==> config.mk <==
export PLATFORM = sky130hd
export DESIGN_NAME = fifo_flag_gen_param
export DESIGN_NICKNAME = d
export VERILOG_FILES = /design/src/rtl/fifo_flag_gen_param.sv
export SDC_FILE = /design/constraint.sdc
export NUM_CORES = 1
export LEC_CHECK = 0
export CORE_UTILIZATION = 35
export CTS_BUF_LIST = sky130_fd_sc_hd__clkbuf_4
export CTS_CLUSTER_SIZE = 30
export DETAILED_ROUTE_END_ITERATION = 10
export SLEW_MARGIN = 20
export SYNTH_ARGS = -nofsm -noshare
export SYNTH_HDL_FRONTEND = slang
export SYNTH_SLANG_ARGS = --single-unit
==> constraint.sdc <==
create_clock -name clk -period 6.1 [get_ports clk]
set_input_delay 1.22 -clock clk [delete_from_list [all_inputs] [get_ports clk]]
set_output_delay 1.22 -clock clk [all_outputs]
set_load 0.02 [all_outputs]
==> src/rtl/fifo_flag_gen_param.sv <==
// -----------------------------------------------------------------------------
// fifo_flag_gen_param
//
// Registered flag generator for a single-clock FIFO. Works out the occupancy
// from binary read/write indices plus their wrap-phase bits, and registers
// ptr_diff together with the full / empty / almost_full / almost_empty flags.
// DEPTH does not have to be a power of two.
//
// Almost-full and almost-empty thresholds can be programmed at runtime.
// Overflow, underflow and illegal-pointer errors are sticky until clr_err.
//
// Optional build macro: FIFO_FLAG_WATERMARK_EN
//   Adds a high-watermark register (output hwm) and its reload input (hwm_clr).
//
// Ports
//   clk, reset_n          : rising-edge clock, synchronous active-low reset
//   b_wr_ptr, wr_phase    : write index (0..DEPTH-1) and its wrap phase
//   b_rd_ptr, rd_phase    : read index (0..DEPTH-1) and its wrap phase
//   wr_en, rd_en          : request strobes; used only to detect errors
//   cfg_we                : loads cfg_af_thr / cfg_ae_thr (clamped to DEPTH)
//   clr_err               : clears the sticky error flags
//   hwm_clr, hwm          : watermark reload / value (macro builds only)
//   ptr_diff              : registered occupancy
//   full, empty           : occupancy == DEPTH / occupancy == 0
//   almost_full           : occupancy >= af threshold
//   almost_empty          : occupancy <= ae threshold
//   overflow, underflow   : sticky request errors
//   ptr_err               : sticky illegal-pointer-pair error
// -----------------------------------------------------------------------------
module fifo_flag_gen_param #(
  parameter int A_LENGTH   = 3,
  parameter int DEPTH      = 8,
  parameter int CNT_W      = $clog2(DEPTH + 1),
  parameter int AF_DEFAULT = DEPTH - 1,
  parameter int AE_DEFAULT = 1
) (
  input  logic                clk,
  input  logic                reset_n,
  input  logic [A_LENGTH-1:0] b_wr_ptr,
  input  logic                wr_phase,
  input  logic [A_LENGTH-1:0] b_rd_ptr,
  input  logic                rd_phase,
  input  logic                wr_en,
  input  logic                rd_en,
  input  logic                cfg_we,
  input  logic [CNT_W-1:0]    cfg_af_thr,
  input  logic [CNT_W-1:0]    cfg_ae_thr,
  input  logic                clr_err,
`ifdef FIFO_FLAG_WATERMARK_EN
  input  logic                hwm_clr,
  output logic [CNT_W-1:0]    hwm,
`endif
  output logic [CNT_W-1:0]    ptr_diff,
  output logic                full,
  output logic                empty,
  output logic                almost_full,
  output logic                almost_empty,
  output logic                overflow,
  output logic                underflow,
  output logic                ptr_err
);

  // The arithmetic width covers both the pointer width and DEPTH itself, plus
  // one spare bit, so nothing is truncated before the comparisons.
  localparam int AW = ((A_LENGTH > CNT_W) ? A_LENGTH : CNT_W) + 1;
  localparam logic [CNT_W-1:0] L_DEPTH = CNT_W'(DEPTH);

  // Clamp a programmed threshold to DEPTH.
  function automatic logic [CNT_W-1:0] sat_thr(input logic [CNT_W-1:0] v);
    return (v > L_DEPTH) ? L_DEPTH : v;
  endfunction

  logic [CNT_W-1:0] r_ptr_diff;
  logic             r_full, r_empty, r_af, r_ae;
  logic             r_ovf, r_unf, r_perr;
  logic [CNT_W-1:0] r_af_thr, r_ae_thr;

  logic [AW-1:0] w_wr, w_rd, w_depth, w_d_ext, w_d;
  logic          w_same_ph, w_bad;

  assign w_wr      = AW'(b_wr_ptr);
  assign w_rd      = AW'(b_rd_ptr);
  assign w_depth   = AW'(DEPTH);
  assign w_same_ph = (wr_phase == rd_phase);

  // A pointer pair is illegal when either index is out of range, or when the
  // order of the indices disagrees with the phase relationship.
  assign w_bad = (w_wr >= w_depth) || (w_rd >= w_depth) ||
                 ( w_same_ph && (w_wr < w_rd)) ||
                 (!w_same_ph && (w_wr > w_rd));

  // When the phases differ, the write index has wrapped once more than the
  // read index. Equal indices then mean the FIFO is full (d = DEPTH).
  assign w_d_ext = w_same_ph ? (w_wr - w_rd) : (w_depth - w_rd + w_wr);
  assign w_d     = w_bad ? AW'(r_ptr_diff) : w_d_ext;

  // ---- registered stage: occupancy, flags, thresholds, sticky errors ----
  always_ff @(posedge clk) begin
    if (!reset_n) begin
      r_ptr_diff <= '0;
      r_full     <= 1'b0;
      r_empty    <= 1'b1;
      r_af       <= 1'b0;
      r_ae       <= 1'b1;
      r_ovf      <= 1'b0;
      r_unf      <= 1'b0;
      r_perr     <= 1'b0;
      r_af_thr   <= CNT_W'(AF_DEFAULT);
      r_ae_thr   <= CNT_W'(AE_DEFAULT);
    end else begin
      r_ptr_diff <= w_d[CNT_W-1:0];
      r_full     <= (w_d == w_depth);
      r_empty    <= (w_d == '0);
      // The flags use the thresholds that were in force before this edge.
      r_af       <= (w_d >= AW'(r_af_thr));
      r_ae       <= (w_d <= AW'(r_ae_thr));
      if (cfg_we) begin
        r_af_thr <= sat_thr(cfg_af_thr);
        r_ae_thr <= sat_thr(cfg_ae_thr);
      end
      // Errors are judged against the registered flags. A new set condition
      // wins over clr_err on the same edge.
      r_ovf  <= (wr_en && r_full && !rd_en) || (r_ovf  && !clr_err);
      r_unf  <= (rd_en && r_empty)          || (r_unf  && !clr_err);
      r_perr <= w_bad                       || (r_perr && !clr_err);
    end
  end

`ifdef FIFO_FLAG_WATERMARK_EN
  logic [CNT_W-1:0] r_hwm;

  // Reloading with the current level rather than zero means the present
  // occupancy is always included in the watermark.
  always_ff @(posedge clk) begin
    if (!reset_n) begin
      r_hwm <= '0;
    end else if (hwm_clr) begin
      r_hwm <= w_d[CNT_W-1:0];
    end else if (w_d > AW'(r_hwm)) begin
      r_hwm <= w_d[CNT_W-1:0];
    end
  end

  assign hwm = r_hwm;
`endif

  assign ptr_diff     = r_ptr_diff;
  assign full         = r_full;
  assign empty        = r_empty;
  assign almost_full  = r_af;
  assign almost_empty = r_ae;
  assign overflow     = r_ovf;
  assign underflow    = r_unf;
  assign ptr_err      = r_perr;

endmodule

Word level (Yosys, flattened, before mapping)

Index checks and enable logic that the tools add are counted.

Add/sub/neg operators: 3
$mul: 0
Divide/modulo/power cells: 0
Order comparisons: 8
Equality and inequality tests: 2
Shift operators: 0
Mux-type cells: 4
Bitwise gates (word level): 0
Reductions and logical operators: 18

Operators with widths:

| kind                | count |
|---|---|
| $mux 5              | 2 |
| $ge 3x4->1 const B  | 2 |
| $gt 4x4->1 const B  | 2 |
| $logic_and 1x1->1   | 8 |
| $mux 4              | 2 |
| $logic_or 1x1->1    | 6 |
| $add 5x3->5         | 1 |
| $eq 5x4->1 const B  | 1 |
| $ge 5x4->1          | 1 |
| $le 5x4->1          | 1 |
| $logic_not 5->1     | 1 |
| $sub 4x3->5 const A | 1 |
| $sub 3x3->4         | 1 |
| $gt 3x3->1          | 1 |
| $logic_not 1->1     | 3 |
| $lt 3x3->1          | 1 |
| $eq 1x1->1          | 1 |

Bits in registers: 19
Latch bits: 0
RAM bits: 0
ROM bits: 0
Input bits: 22
Output and inout bits: 11
Word-level logic and storage cells: 45
Memories: 0

Longest topological paths before layout

Depth after elaboration: 6
Gate-level depth with buffers: 15
Depth with buffers taken out: 15

Least setup slack after synthesis

No wires, ideal clock.

Kind: in2reg
Start point: in b_wr_ptr[0]
End point: reg r_ae (netlist: almost_empty)
Setup time: 0.074 ns
Arrival: 3.894 ns
Required time: 6.026 ns
Path slack: 2.132 ns
Stages on the path: 13
Buffers on the path: 0
Cells stage by stage: inv_1 > ha_1 > inv_1 > fa_1 > fa_1 > o21ai_2 > mux2_2 > ha_1 > nor2b_1 > o21a_1 > o21a_1 > o21a_1 > o21ai_0

Cells in the longest elaborated chain, start to end: 6

RTL lines:

| element                                               | line   | text |
|---|---|---|
| start: declaration                                    | 39     | `input logic [A_LENGTH-1:0] b_wr_ptr,` |
| $ge 3x4->1 or $lt 3x3->1 (tied branches)              | 88, 89 |  |
| $logic_or 1x1->1 or $logic_and 1x1->1 (tied branches) | 88, 89 |  |
| $logic_or 1x1->1                                      | 88     | `assign w_bad = (w_wr >= w_depth) \|\| (w_rd >= w_depth) \|\|` |
| $logic_or 1x1->1                                      | 89     | `( w_same_ph && (w_wr < w_rd)) \|\|` |
| $mux 5 (*)                                            | 95     | `assign w_d = w_bad ? AW'(r_ptr_diff) : w_d_ext;` |
| named net w_d[1]                                      | 78     | `logic [AW-1:0] w_wr, w_rd, w_depth, w_d_ext, w_d;` |
| $le 5x4->1 (*)                                        | 116    | `r_ae <= (w_d <= AW'(r_ae_thr));` |
| end signal: assignment                                | 116    |  |
| end: declaration                                      | 74     | `logic r_full, r_empty, r_af, r_ae;` |

Mark *: on every way through the listed nets, which the timed path passes. The rest lies on a longest branch.
A chain may end at the register's enable or synchronous reset.

Final worst setup path

Start point: in b_rd_ptr[0]
End point: reg r_ae (netlist: almost_empty)

Cells in the longest elaborated chain, start to end: 6

RTL lines:

| element                                             | line | text |
|---|---|---|
| start: declaration                                  | 41   | `input logic [A_LENGTH-1:0] b_rd_ptr,` |
| branches (longest 4 deep; another with $sub 4x3->5) | -    |  |
| $mux 5 (*)                                          | 95   |  |
| named net w_d[1]                                    | 78   |  |
| $le 5x4->1 (*)                                      | 116  |  |

Mark *: on every way through the listed nets, which the timed path passes.

==> summary.md <==
| Metric | Value |
|---|---|
| Synth top cells by count | dfxtp_1 (19), inv_1 (13), ha_1 (11) |
| Nets@finish | 184 |
| H-tree depth | 1 |
| Leak pwr | roughly 0.6 nW |
| Initial Util | ~38% |
| R2R setup slack | 4.26 ns |
| CTS clk-pin slew, worst paths | 0.10 ns |
| Core Footprint | approximately 2800 um2 |
| Remaining DRCs | 4 |
| Root Driver | clkbuf_4 |
| Reg2reg end | almost_empty |
| Maximum VDD drop | between 100 and 150 uV |
| Critical Path End | almost_empty |
| Cell taking the most area after synthesis | dfxtp_1 |
| Area grow syn2layout | 35.8% |
| Initial antenna violation count | 0 |
| Via Count | 889 |
| Max Clk Rate | roughly 0.23 GHz |
| Clk_lat worst skew | 0.29 ns |
| Die footprint | 3240 um2 |
| Final min period | around 4.3 ns |
| Post-CTS Hold Fix Bufs | 0 |
| GP Congestion | a little under 0.8 |
| Slew Viols, Final | 0 |
| Main synth FF type | dfxtp_1 |
| Status | complete, but fails checks |
| Die height | between 50 and 60 um |
| Count of flip-flops with a built-in enable after synthesis | 0 |
| Routed WL | 2.13 mm |
| Synthesized-area fraction occupied by ao, oa, aoi and oai cells | around 15% |
| CTS buffer count | 3 |
| # fillers | 273 |
| Syn nets | 150 |
| Unrepaired setup endpoints after global routing | no |
| Clock sink count | 19 |
| Wirelength per Cell | 11.9 um |
| Most common cell in the netlist | dfxtp_1 |
| Count of final hold-check violations | 0 |
| I/O Buffers | 32 |
| Post-CTS Setup Bufs | 0 |
| Synth Register Bits | 19 |
| Post-CTS Resized | 0 |
| Boundary pin count | 33 |
| Worst path required time | 6.32 ns |
| Final period utilization | 70.3% |
| Crit path max fanout | 7 |
| Hold Path Class | reg -> reg |
| Yosys warnings | 0 |
| Antenna Nets Post-Route | 0 |
| Largest family of logic cells by synthesized area | simple AND/OR/NAND/NOR gates |
| DR iter-0 viols | 23 |
| Bufs on Longest Clock Path | 2 |
| Worst Clk Skew | approximately 0.0043 ns |
| Synth Area in XOR/XNOR | roughly 1.7% |
| Critical Path AT | 4.51 ns |
| Worst r2r src | ptr_diff[3] |
| Post-DP HPWL | about 1.8 mm |
| Worst-Margin Slew | 0.554 ns |
| Slew headroom | 63.0% |
| Pre-antenna DRT Iters | 7 |
| Power per cell area | 233 nW/um2 |
| Crit start category | primary input |
| Share of the synthesized area in the top cell type | roughly 36% |
| Vias in the first global route | 835 |
| Num rows | 19 |
| Crit. End Element | register |
| Synth Area in Simple Gates | 19.9% |
| Count of cell types in the netlist | 31 |
| R2R depth | 7 |
| Final setup vio count | 0 |
| First-pass GRT wire length | ~3.5 mm |
| GRT overflow | 0 |
| Synth async-reset ratio | 0% |
| Sequential-to-total area share from yosys stat | 36.0% |
| Post-synthesis average cell area | 9.18 um2 |
| Multiplexer share of the synthesized area | 4.98% |
| Layout cells sized above 1 | 5.41% |
| Post-Synthesis Cell Area | roughly 1100 um2 |
| Setup TNS | 0 ns |
| Syn Inst Count | 115 |
| Total GRT Usage | 13.9% |
| CTS tree | yes |
| Largest net degree at the start of global routing | 20 |
| Post-synthesis adder-cell area fraction | 16.8% |
| Die W | about 57 um |
| Type of the worst setup path | in -> reg |
| Setup crit start | b_rd_ptr[0] |
| Failing checks | design-rule violations |
| Vias per inst | 4.97 |
| MaxCap Viol Count | 0 |
| Total chip power | ~0.33 mW |
| Antenna cells | 0 |
| Main area contributors after synthesis | dfxtp_1 (36%), ha_1 (13%), inv_1 (4.6%) |
## logic make-up after synthesis
logic type               count (synthesis)
AND/OR/NAND/NOR                         38
AO/OA/AOI/OAI                           22
flip-flops                              19
buffers and inverters                   16
adder cells (fa/ha/maj)                 13
multiplexers                             5
XOR/XNOR                                 2
## routing by layer
metal / up-vias / global-route usage [%] / wire, um
met3: 0 / 4.76 / 120
met5: - / 0 / 0
met1: 407 / 16.1 / 949
li1: 463 / - / -
met4: 0 / 2.44 / 0
met2: 19 / 24.9 / 1060
## report_power, final
part / switching [mW] / total (mW) / internal [mW]
Sequential: 0.00604 / 0.143 / 0.137
Combinational: 0.0586 / 0.124 / 0.0652
Clock: 0.0373 / 0.0672 / 0.0299
## cell type report
| class | instances | area [um2] | share of cell area (%) |
|---|---|---|---|
| Timing Repair Buffer | 32 | 320 | 22.3 |
| Inverter | 13 | 48.8 | 3.40 |
| Sequential cell | 19 | 380 | 26.5 |
| Tap cell | 31 | 38.8 | 2.71 |
| Clock buffer | 4 | 30.0 | 2.09 |
| Multi-Input combinational cell | 80 | 616 | 42.9 |
## critical path: stages
cell	delay, ns
clkdlybuf4s50_1	0.45
ha_1	0.15
inv_1	0.06
fa_1	0.38
fa_1	0.50
o21ai_2	0.31
mux2_2	0.41
ha_1	0.29
nor2b_1	0.14
o21a_1	0.16
o21a_1	0.16
o21a_1	0.16
o21ai_0	0.12
## worst min path at each step
| stage | endpoint | depth (start not counted) | slack (ns) | startpoint |
|---|---|---|---|---|
| 2_1_floorplan | r_ae_thr[3] | 2 | 0.48 | r_ae_thr[3] |
| 3_3_place_gp | underflow | 2 | 0.47 | underflow |
| 3_5_place_dp | underflow | 2 | 0.48 | underflow |
| 4_1_cts | underflow | 2 | 0.49 | underflow |
| 5_1_grt | underflow | 2 | 0.51 | underflow |
| 6_report | underflow | 2 | 0.49 | underflow |
## stage by stage
stage | setup WS, ns | std cells | util (%) | instance area [um2] | hold WS [ns]
final | 1.81 | 179 | 51.1 | 1430 | 0.485
after global routing | 1.68 | 179 | 51.1 | 1430 | 0.513
after CTS | 1.81 | 179 | 51.1 | 1430 | 0.492
after global placement | 1.60 | 175 | 50.0 | 1400 | 0.473
after detailed placement | 1.50 | 175 | 50.0 | 1400 | 0.476
after floorplan | 2.13 | 115 | - | 1060 | 0.483
## flip-flops by register name, indices dropped and copies added, names as in the netlist
| signal | cells |
|---|---|
| r_af_thr | 4 |
| almost_full | 1 |
| ptr_diff | 4 |
| full | 1 |
| ptr_err | 1 |
| r_ae_thr | 4 |
| underflow | 1 |
| almost_empty | 1 |
| empty | 1 |
| overflow | 1 |
## layout by cell type, fill, tap and decap left out, drive strengths merged
cell           instances
a21oi                  2
nor2b                  5
and2                   7
and4bb                 1
o22ai                  3
mux2                   2
nor2                   5
clkbuf                 4
clkdlybuf4s50         32
nand3b                 1
o21ai                  4
nor3b                  1
xor2                   1
a211oi                 1
nand2                 10
mux2i                  3
nor3                   2
o21a                   5
nand2b                 2
nand3                  2
fa                     2
o221ai                 4
dfxtp                 19
xnor2                  1
inv                   13
ha                    11
nand4                  1
and4b                  1
a311o                  1
a21boi                 2
(Power assumes the default switching activity.)
